===== config.mk =====
export PLATFORM = sky130hd
export DESIGN_NAME = sipo_stream_flat
export DESIGN_NICKNAME = d
export VERILOG_FILES = /design/src/rtl/sipo_stream_if.sv /design/src/rtl/sipo_stream.sv /design/src/flat_wrapper.sv
export SDC_FILE = /design/constraint.sdc
export NUM_CORES = 1
export LEC_CHECK = 0
export BUFFER_PORTS_ARGS = -buffer_cell sky130_fd_sc_hd__clkbuf_2
export CAP_MARGIN = 30
export CORE_MARGIN = 1
export CORE_UTILIZATION = 64
export CTS_BUF_LIST = sky130_fd_sc_hd__clkbuf_8
export DETAILED_ROUTE_END_ITERATION = 6
export PLACE_DENSITY = 0.82
export SLEW_MARGIN = 20
export SYNTH_ARGS = -nofsm -noshare
export SYNTH_HDL_FRONTEND = slang
export SYNTH_SLANG_ARGS = --single-unit

===== constraint.sdc =====
create_clock -name clk -period 7.1 [get_ports clk]
set_input_delay 0.355 -clock clk [delete_from_list [all_inputs] [get_ports clk]]
set_output_delay 0.355 -clock clk [all_outputs]
set_load 0.02 [all_outputs]

===== src/rtl/sipo_stream_if.sv =====
// Bundles the serial input, parallel FIFO output and status bus of sipo_stream.
// The master modport is the deserialiser side; slave is the consumer/driver side.
interface sipo_stream_if #(
  parameter int WIDTH = 32,
  parameter int DEPTH = 4,
  parameter int CNT_W = 16
);
  localparam int LW = $clog2(DEPTH) + 1;

  logic             cs;
  logic             sdi;
  logic [WIDTH-1:0] pdo_data;
  logic             pdo_valid;
  logic             pdo_ready;
  logic [LW-1:0]    fifo_level;
  logic             frame_done;
  logic             partial_err;
  logic             overflow;
  logic             ovf_clr;
  logic [CNT_W-1:0] frame_words;
  logic             parity_err;

  modport master (
    input  cs, sdi, pdo_ready, ovf_clr,
    output pdo_data, pdo_valid, fifo_level, frame_done, partial_err,
           overflow, frame_words, parity_err
  );

  modport slave (
    output cs, sdi, pdo_ready, ovf_clr,
    input  pdo_data, pdo_valid, fifo_level, frame_done, partial_err,
           overflow, frame_words, parity_err
  );
endinterface


===== src/rtl/sipo_stream.sv =====
// CS-framed serial-to-parallel deserialiser into a DEPTH-word FIFO; word valid 1 cycle after its last bit,
// drops (sticky overflow) when full and unpopped. Even parity per word when SIPO_STREAM_PARITY_EN is defined.
module sipo_stream #(
  parameter int WIDTH     = 32,
  parameter int DEPTH     = 4,
  parameter bit MSB_FIRST = 1'b1,
  parameter int CNT_W     = 16
) (
  input  logic          clk,
  input  logic          rst_n,
  sipo_stream_if.master bus
);
  localparam int AW = $clog2(DEPTH);
  localparam int LW = AW + 1;
  localparam int BW = $clog2(WIDTH + 1);
`ifdef SIPO_STREAM_PARITY_EN
  localparam int LAST = WIDTH;
`else
  localparam int LAST = WIDTH - 1;
`endif

  typedef enum logic {ST_IDLE, ST_ACTIVE} state_t;

  state_t           r_state;
  logic [BW-1:0]    r_bit_cnt;
  logic [WIDTH-1:0] r_sr;
  logic [WIDTH-1:0] r_mem [DEPTH];
  logic [AW-1:0]    r_rd_ptr;
  logic [AW-1:0]    r_wr_ptr;
  logic [LW-1:0]    r_level;
  logic [CNT_W-1:0] r_frame_words;
  logic             r_frame_done;
  logic             r_partial_err;
  logic             r_overflow;

  logic [WIDTH-1:0] w_shift;
  logic [WIDTH-1:0] w_word;
  logic [CNT_W-1:0] w_fw_base;
  logic             w_last;
  logic             w_shift_en;
  logic             w_push_req;
  logic             w_full;
  logic             w_pop;
  logic             w_push;
  logic             w_drop;
  logic             w_cs_fall;

  assign w_shift = MSB_FIRST ? {r_sr[WIDTH-2:0], bus.sdi} : {bus.sdi, r_sr[WIDTH-1:1]};
  assign w_last  = bus.cs && (r_bit_cnt == BW'(LAST));

`ifdef SIPO_STREAM_PARITY_EN
  logic r_parity_err;
  logic w_par_bad;

  // The parity-bit edge carries no data; the word is already complete in r_sr.
  assign w_par_bad  = w_last && ((^r_sr) ^ bus.sdi);
  assign w_shift_en = bus.cs && !w_last;
  assign w_word     = r_sr;
  assign w_push_req = w_last && !w_par_bad;
`else
  assign w_shift_en = bus.cs;
  assign w_word     = w_shift;
  assign w_push_req = w_last;
`endif

  assign w_full    = (r_level == LW'(DEPTH));
  assign w_pop     = (r_level != '0) && bus.pdo_ready;
  assign w_push    = w_push_req && (!w_full || w_pop);
  assign w_drop    = w_push_req && w_full && !w_pop;
  assign w_cs_fall = (r_state == ST_ACTIVE) && !bus.cs;
  assign w_fw_base = ((r_state == ST_IDLE) && bus.cs) ? '0 : r_frame_words;

  always_ff @(posedge clk or negedge rst_n) begin
    if (!rst_n) begin
      r_state       <= ST_IDLE;
      r_bit_cnt     <= '0;
      r_sr          <= '0;
      r_rd_ptr      <= '0;
      r_wr_ptr      <= '0;
      r_level       <= '0;
      r_frame_words <= '0;
      r_frame_done  <= 1'b0;
      r_partial_err <= 1'b0;
      r_overflow    <= 1'b0;
    end else begin
      r_state       <= bus.cs ? ST_ACTIVE : ST_IDLE;
      r_frame_done  <= w_cs_fall && (r_bit_cnt == '0);
      r_partial_err <= w_cs_fall && (r_bit_cnt != '0);

      if (!bus.cs) begin
        r_bit_cnt <= '0;
        if (r_state == ST_ACTIVE) r_sr <= '0;
      end else begin
        r_bit_cnt <= w_last ? '0 : r_bit_cnt + BW'(1);
        if (w_shift_en) r_sr <= w_shift;
      end

      if (w_push) r_wr_ptr <= r_wr_ptr + AW'(1);
      if (w_pop)  r_rd_ptr <= r_rd_ptr + AW'(1);
      r_level <= r_level + LW'(w_push) - LW'(w_pop);

      // Saturating count; the frame-start clear and an accepted word never share an edge.
      if (w_push && (w_fw_base != '1)) r_frame_words <= w_fw_base + CNT_W'(1);
      else                             r_frame_words <= w_fw_base;

      if (w_drop)           r_overflow <= 1'b1;
      else if (bus.ovf_clr) r_overflow <= 1'b0;
    end
  end

  always_ff @(posedge clk) begin
    if (w_push) r_mem[r_wr_ptr] <= w_word;
  end

`ifdef SIPO_STREAM_PARITY_EN
  always_ff @(posedge clk or negedge rst_n) begin
    if (!rst_n) r_parity_err <= 1'b0;
    else        r_parity_err <= w_par_bad;
  end
  assign bus.parity_err = r_parity_err;
`else
  assign bus.parity_err = 1'b0;
`endif

  assign bus.pdo_valid   = (r_level != '0);
  assign bus.pdo_data    = (r_level != '0) ? r_mem[r_rd_ptr] : '0;
  assign bus.fifo_level  = r_level;
  assign bus.frame_done  = r_frame_done;
  assign bus.partial_err = r_partial_err;
  assign bus.overflow    = r_overflow;
  assign bus.frame_words = r_frame_words;
endmodule


===== src/flat_wrapper.sv =====
// flat-port wrapper written by rule: the top's interface ports become plain ports
module sipo_stream_flat 
#(
  parameter int WIDTH     = 32,
  parameter int DEPTH     = 4,
  parameter bit MSB_FIRST = 1'b1,
  parameter int CNT_W     = 16
)
  (clk, rst_n, bus_cs, bus_sdi, bus_pdo_ready, bus_ovf_clr, bus_pdo_data, bus_pdo_valid, bus_fifo_level, bus_frame_done, bus_partial_err, bus_overflow, bus_frame_words, bus_parity_err);
  sipo_stream_if #(.WIDTH(WIDTH), .DEPTH(DEPTH), .CNT_W(CNT_W)) bus_i ();
  input  logic clk;
  input  logic rst_n;
  input wire logic [$bits(bus_i.cs)-1:0] bus_cs;
  input wire logic [$bits(bus_i.sdi)-1:0] bus_sdi;
  input wire logic [$bits(bus_i.pdo_ready)-1:0] bus_pdo_ready;
  input wire logic [$bits(bus_i.ovf_clr)-1:0] bus_ovf_clr;
  output wire logic [$bits(bus_i.pdo_data)-1:0] bus_pdo_data;
  output wire logic [$bits(bus_i.pdo_valid)-1:0] bus_pdo_valid;
  output wire logic [$bits(bus_i.fifo_level)-1:0] bus_fifo_level;
  output wire logic [$bits(bus_i.frame_done)-1:0] bus_frame_done;
  output wire logic [$bits(bus_i.partial_err)-1:0] bus_partial_err;
  output wire logic [$bits(bus_i.overflow)-1:0] bus_overflow;
  output wire logic [$bits(bus_i.frame_words)-1:0] bus_frame_words;
  output wire logic [$bits(bus_i.parity_err)-1:0] bus_parity_err;
  assign bus_i.cs = bus_cs;
  assign bus_i.sdi = bus_sdi;
  assign bus_i.pdo_ready = bus_pdo_ready;
  assign bus_i.ovf_clr = bus_ovf_clr;
  assign bus_pdo_data = bus_i.pdo_data;
  assign bus_pdo_valid = bus_i.pdo_valid;
  assign bus_fifo_level = bus_i.fifo_level;
  assign bus_frame_done = bus_i.frame_done;
  assign bus_partial_err = bus_i.partial_err;
  assign bus_overflow = bus_i.overflow;
  assign bus_frame_words = bus_i.frame_words;
  assign bus_parity_err = bus_i.parity_err;
  sipo_stream #(.WIDTH(WIDTH), .DEPTH(DEPTH), .MSB_FIRST(MSB_FIRST), .CNT_W(CNT_W)) u_core (.clk(clk), .rst_n(rst_n), .bus(bus_i));
endmodule

# Word-level counts from Yosys, hierarchy flattened
# Memory sizes are Yosys's and may differ from the RTL's.
# Cells that the tools add are included.
[totals] in_bits=6 memories=1 ramBits=128 register_bits=64 out_inout_bits=56
[op_classes] n_addsub=6 eq_ne=3 n_bitwise=1 n_mux=12 reduce_logical=19
[memory_table] memory="u_core.r_mem" words=4 word_bits=32 read_ports=1 rd_clocked_by_memory_dff=0 write_ports=1 line="sipo_stream.sv:27" text="logic [WIDTH-1:0] r_mem [DEPTH];"
[ops] op="$mux W31" n=2
[ops] op="$mux W16" n=2
[ops] op="$mux W32" n=1
[ops] op="$add A16 B1 Y16 const B" n=1
[ops] op="$ne A16 B16 Y1 const B" n=1
[ops] op="$mux W6" n=2
[ops] op="$logic_and A1 B1 Y1" n=10
[ops] op="$add A6 B1 Y6 const B" n=1
[ops] op="$eq A6 B5 Y1 const B" n=1
[ops] op="$logic_not A6 Y1" n=1
[ops] op="$reduce_bool A6 Y1" n=1
[ops] op="$mux W1" n=5
[ops] op="$add A2 B1 Y2 const B" n=2
[ops] op="$reduce_bool A2 Y1" n=2
[ops] op="$add A3 B1 Y3" n=1
[ops] op="$eq A3 B3 Y1 const B" n=1
[ops] op="$logic_not A1 Y1" n=3
[ops] op="$reduce_bool A3 Y1" n=1
[ops] op="$sub A3 B1 Y3" n=1
[ops] op="$logic_or A1 B1 Y1" n=1
[ops] op="$not A1 Y1" n=1

# Longest topological paths before layout
[depth] ltp_word=6 ltp_mapped=10 mapped_depth_nobuf=9

# Least setup slack after synthesis
# OpenSTA, ideal clock, no wires.
[synth_timing] path_kind="reg2reg" from="register u_core.r_bit_cnt[0]" to="memory u_core.r_mem[0][0], enable pin" path_slack_ps=4416 stages_incl_launch_ff=7 synth_period_minus_slack_ps=2684 path_buffers=1 t_required_ps=6708 t_arrival_ps=2292 path_cell_list="dfrtp_1 -> ha_1 -> nand3_2 -> or4b_4 -> clkinv_4 -> buf_2 -> and2_1"
[synth_via] elab_chain_cells=5
[synth_lines] element="start: declaration" line="sipo_stream.sv:25" text="logic [BW-1:0] r_bit_cnt;"
[synth_lines] element="start signal: assignment" line="sipo_stream.sv:94" text="r_bit_cnt <= w_last ? '0 : r_bit_cnt + BW'(1);"
[synth_lines] element="$eq A6 B5 Y1" line="sipo_stream.sv:49" text="assign w_last = bus.cs && (r_bit_cnt == BW'(LAST));"
[synth_lines] element="$logic_and A1 B1 Y1" line="sipo_stream.sv:49"
[synth_lines] element="$logic_and A1 B1 Y1" line="sipo_stream.sv:68" text="assign w_push = w_push_req && (!w_full || w_pop);"
[synth_lines] element="net u_core.w_push" line="sipo_stream.sv:44" text="logic w_push;"
[synth_lines] element="$mux W1" line="sipo_stream.sv:112" text="if (w_push) r_mem[r_wr_ptr] <= w_word;"
[synth_lines] element="$mux W1 (implied by the code)" line="sipo_stream.sv:112"
[synth_lines] element="end: declaration" line="sipo_stream.sv:27"
# The timed path passes the listed nets, and every way through them passes these cells.

# Worst setup path in the final report
[layout_timing] from="register u_core.r_state" to="register u_core.r_frame_words[3], in the netlist u_core.bus.frame_words[3]"
[layout_via] elab_chain_cells=6 word_cells_on_any_way=7 classes_between="add/sub (1); eq/ne (1); mux (2); bitwise (1); reduce/logical (2)"
[layout_lines] element="start: declaration" line="sipo_stream.sv:24" text="state_t r_state;"
[layout_lines] element="start signal: assignment" line="sipo_stream.sv:86" text="r_state <= bus.cs ? ST_ACTIVE : ST_IDLE;"
[layout_lines] element="$not A1 Y1 (*)" line="sipo_stream.sv:71" text="assign w_fw_base = ((r_state == ST_IDLE) && bus.cs) ? '0 : r_frame_words;"
[layout_lines] element="$logic_and A1 B1 Y1 (*)" line="sipo_stream.sv:71"
[layout_lines] element="$mux W16 (*)" line="sipo_stream.sv:71"
[layout_lines] element="parallel branches: the longest is 2 deep, another holds $add A16 B1 Y16"
[layout_lines] element="$mux W16 (*)" line="sipo_stream.sv:103" text="if (w_push && (w_fw_base != '1)) r_frame_words <= w_fw_base + CNT_W'(1);"
[layout_lines] element="end signal: assignment" line="sipo_stream.sv:103"
[layout_lines] element="end signal: assignment" line="sipo_stream.sv:104" text="else r_frame_words <= w_fw_base;"
[layout_lines] element="end: declaration" line="sipo_stream.sv:31" text="logic [CNT_W-1:0] r_frame_words;"
# Every way passes the cells marked *.
# A chain may end at the register's enable or synchronous reset.

==> results by group <==
Run status
  • Status: finished clean

Clock network
  • Clk_lat worst skew: between 0.4 and 0.5 ns
  • Setup Buffers After CTS: 0
  • CTS buffer count: 17
  • CTS root buf: clkbuf_8
  • H-tree lvl count: 4
  • Bufs on Longest Clock Path: 2
  • CTS tree: yes
  • CTS Sinks: 192
  • # resized after CTS: 0
  • Hold_buf cts: 0
  • Clock slew at reported path FFs: 0.09 ns

Critical path
  • Worst Setup End Kind: flip-flop
  • Startpoint types: flip-flop
  • Crit path max fanout: 33
  • Required time of the worst setup path: roughly 7.4 ns
  • CP arrival: 3.69 ns
  • Critical path type: reg2reg

Logic synthesis
  • Sequential fraction of the synthesis area: 69.3%
  • Number of synthesis warnings: 0
  • EDFF count, synth: 128
  • Syn Nets: 520
  • Top-count cell post-synth: edfxtp_1
  • Asr flop ratio synth: 33.3%
  • Avg Synthesized Cell Area: between 15 and 20 µm²
  • Post-synth top area share: 48.9%
  • Post-synth cell types: 50
  • Gate Count Post-Synth: 505
  • Post-synth top area cell: edfxtp_1
  • Top cells by area, synth: edfxtp_1 49%, dfrtp_1 20%, mux4_2 9.2%
  • Synth Flop Type: edfxtp_1
  • Commonest cells in the netlist: 128 x edfxtp_1, 64 x dfrtp_1, 43 x nand2_1, 42 x and2_1, 33 x nand2b_1
  • Synthesized cell area: 7860 µm²
  • Yosys reg bits: about 190

Global route
  • Initial antenna violation count: 0
  • Number of global-route vias before repair: 4345
  • Total GRT Usage: 23.7%
  • Congestion Overflow GR: 0
  • First-pass GRT wire length: 22.4 mm
  • Pin count of the biggest net entering global routing: 71

Final layout
  • Fill cells: 770
  • Area delta synth->final: 10.8%
  • Ant diodes: 0
  • Design area: 8700 µm²
  • Nets: around 580
  • Final core utilization: 72.4%
  • Layout cells sized above 1: roughly a quarter

Drt
  • DR pass1 iterations: 5
  • DRC Markers: 0
  • Antenna viol nets, final: 0
  • Avg WL per Cell: 19.0 µm
  • DRC violation total after the first TritonRoute iteration: 332
  • Vias per inst: 6.05
  • Drt total wl: 13.8 mm
  • Via count: 4395

Timing
  • Achievable frequency: 0.296 GHz
  • Final min period: 3.37 ns
  • Total negative slack: 0 ns
  • Final Cycle Share: 47.5%
  • Fin Hold WS: 0.0686 ns
  • RSZ-0062 raised after global routing: false
  • Slew headroom: a little under two fifths
  • Worst-margin pin slew: 0.930 ns
  • Clock Skew: roughly 0.011 ns
  • Hold Vio Cnt, Final: 0
  • Max-slew violations: 0
  • Final setup violating endpoints: 0

Floorplan
  • Die X: between 100 and 150 µm
  • Core Area: 12000 µm²
  • Starting Density: around two thirds
  • Rows: 40
  • Top Ports: 62
  • Die area: 12700 µm²
  • Die height: 113 µm

Pwr
  • Tot Pwr: 1.92 mW
  • Pwr Density: approximately 220 nW/µm²
  • Leak Pwr: 3.31 nW
  • Worst VDD drop: 134 µV

Hold path
  • Worst min-delay path class: in2async

Place
  • Cell Area, Placed: about 8300 µm²
  • Port Buffers: 60
  • Dpl hpwl: roughly 8.5 mm
  • Placer Congestion: 0.853

Run
  • Max-cap violation count: 0
==> logic make-up after synthesis <==
family	after synthesis	share of synthesized area, %
DFF	192	69.3
AOI/OAI and AO/OA	58	4.51
buffers and inverters	35	1.85
other	1	0.0477
adders and majority gates	9	1.53
muxes	35	9.57
xor gates and xnor gates	13	1.45
and+or+nand+nor	162	11.7
==> power by group <==
| part | switching, mW | internal (mW) |
|---|---|---|
| Sequential | 0.00855 | 1.19 |
| Combinational | 0.0211 | 0.00953 |
| Clock | 0.346 | 0.347 |
| Total | 0.376 | 1.55 |
==> final cells by class <==
class	count	area, µm²	area share (%)
clock buffers	18	248	2.85
clock inverters	14	138	1.58
inverters	9	38.8	0.446
multi-input cells	278	2260	26.0
flip-flops and latches	192	5450	62.6
well taps	147	184	2.11
repair buffers	68	380	4.37
==> final timing paths <==
kind / startpoint / depth (start not counted) / to / slack (ns)
worst max-delay path: u_core.r_state / 7 / u_core.bus.frame_words[3] / 3.73
worst min-delay path: rst_n / 2 / u_core.bus.frame_words[1] / 0.07
worst max register to register: u_core.r_state / 7 / u_core.bus.frame_words[3] / 3.73
worst min register to register: u_core.r_bit_cnt[0] / 1 / u_core.r_bit_cnt[0] / 0.49
max in group asynchronous: rst_n / 2 / u_core.r_rd_ptr[0] / 6.43
min in group clk: bus_ovf_clr / 2 / u_core.bus.overflow / 0.11
==> worst max-delay path, stage by stage (launching register included) <==
cell and delay, ns:
dfrtp_1 0.96, nand2b_1 0.54, and2_1 0.24, ha_1 0.32, or4b_2 0.70, o2111ai_1 0.26, xor2_1 0.16, nor2_1 0.05
==> sequential cells by signal, indices dropped and copies added, names as in the netlist, 2 cells and up <==
name                    count
u_core.bus.frame_words     16
u_core.r_bit_cnt            6
u_core.r_mem              128
u_core.r_rd_ptr             2
u_core.bus.fifo_level       3
u_core.r_wr_ptr             2
u_core.r_sr                31
==> stage by stage <==
stage / instances / worst slack (ns)
6_report: 726 / 3.73
5_1_grt: 726 / 3.50
4_1_cts: 725 / 3.76
3_5_place_dp: 693 / 3.61
3_3_place_gp: 692 / 3.71
2_1_floorplan: 505 / 4.42
==> per-layer routing <==
| metal | vias to the layer above | routed length [µm] | track usage (%) | part of all wire [%] |
|---|---|---|---|---|
| met5 | - | 0 | 0 | 0 |
| met4 | 0 | 214 | 10.2 | 1.5 |
| met3 | 21 | 632 | 4.50 | 4.6 |
| met2 | 137 | 7040 | 38.5 | 51 |
| met1 | 2242 | 5940 | 31.9 | 43 |
| li1 | 1995 | - | - | - |
==> layout by cell type, fill, tap and decap left out, types with 3 or more instances in the layout <==
| master | instances |
|---|---|
| dfrtp_1 | 62 |
| clkbuf_2 | 59 |
| nand4_1 | 3 |
| xnor2_1 | 7 |
| nand3_1 | 10 |
| nand2_1 | 43 |
| a21oi_1 | 7 |
| buf_4 | 6 |
| clkbuf_8 | 18 |
| nand2b_1 | 33 |
| o21ai_0 | 32 |
| xor2_1 | 6 |
| ha_1 | 8 |
| clkinv_2 | 3 |
| nor2_1 | 8 |
| or4b_2 | 3 |
| mux4_2 | 32 |
| and2_1 | 42 |
| or3_1 | 4 |
| bufinv_16 | 3 |
| inv_1 | 15 |
| edfxtp_1 | 128 |
(Power assumes the default switching activity.)
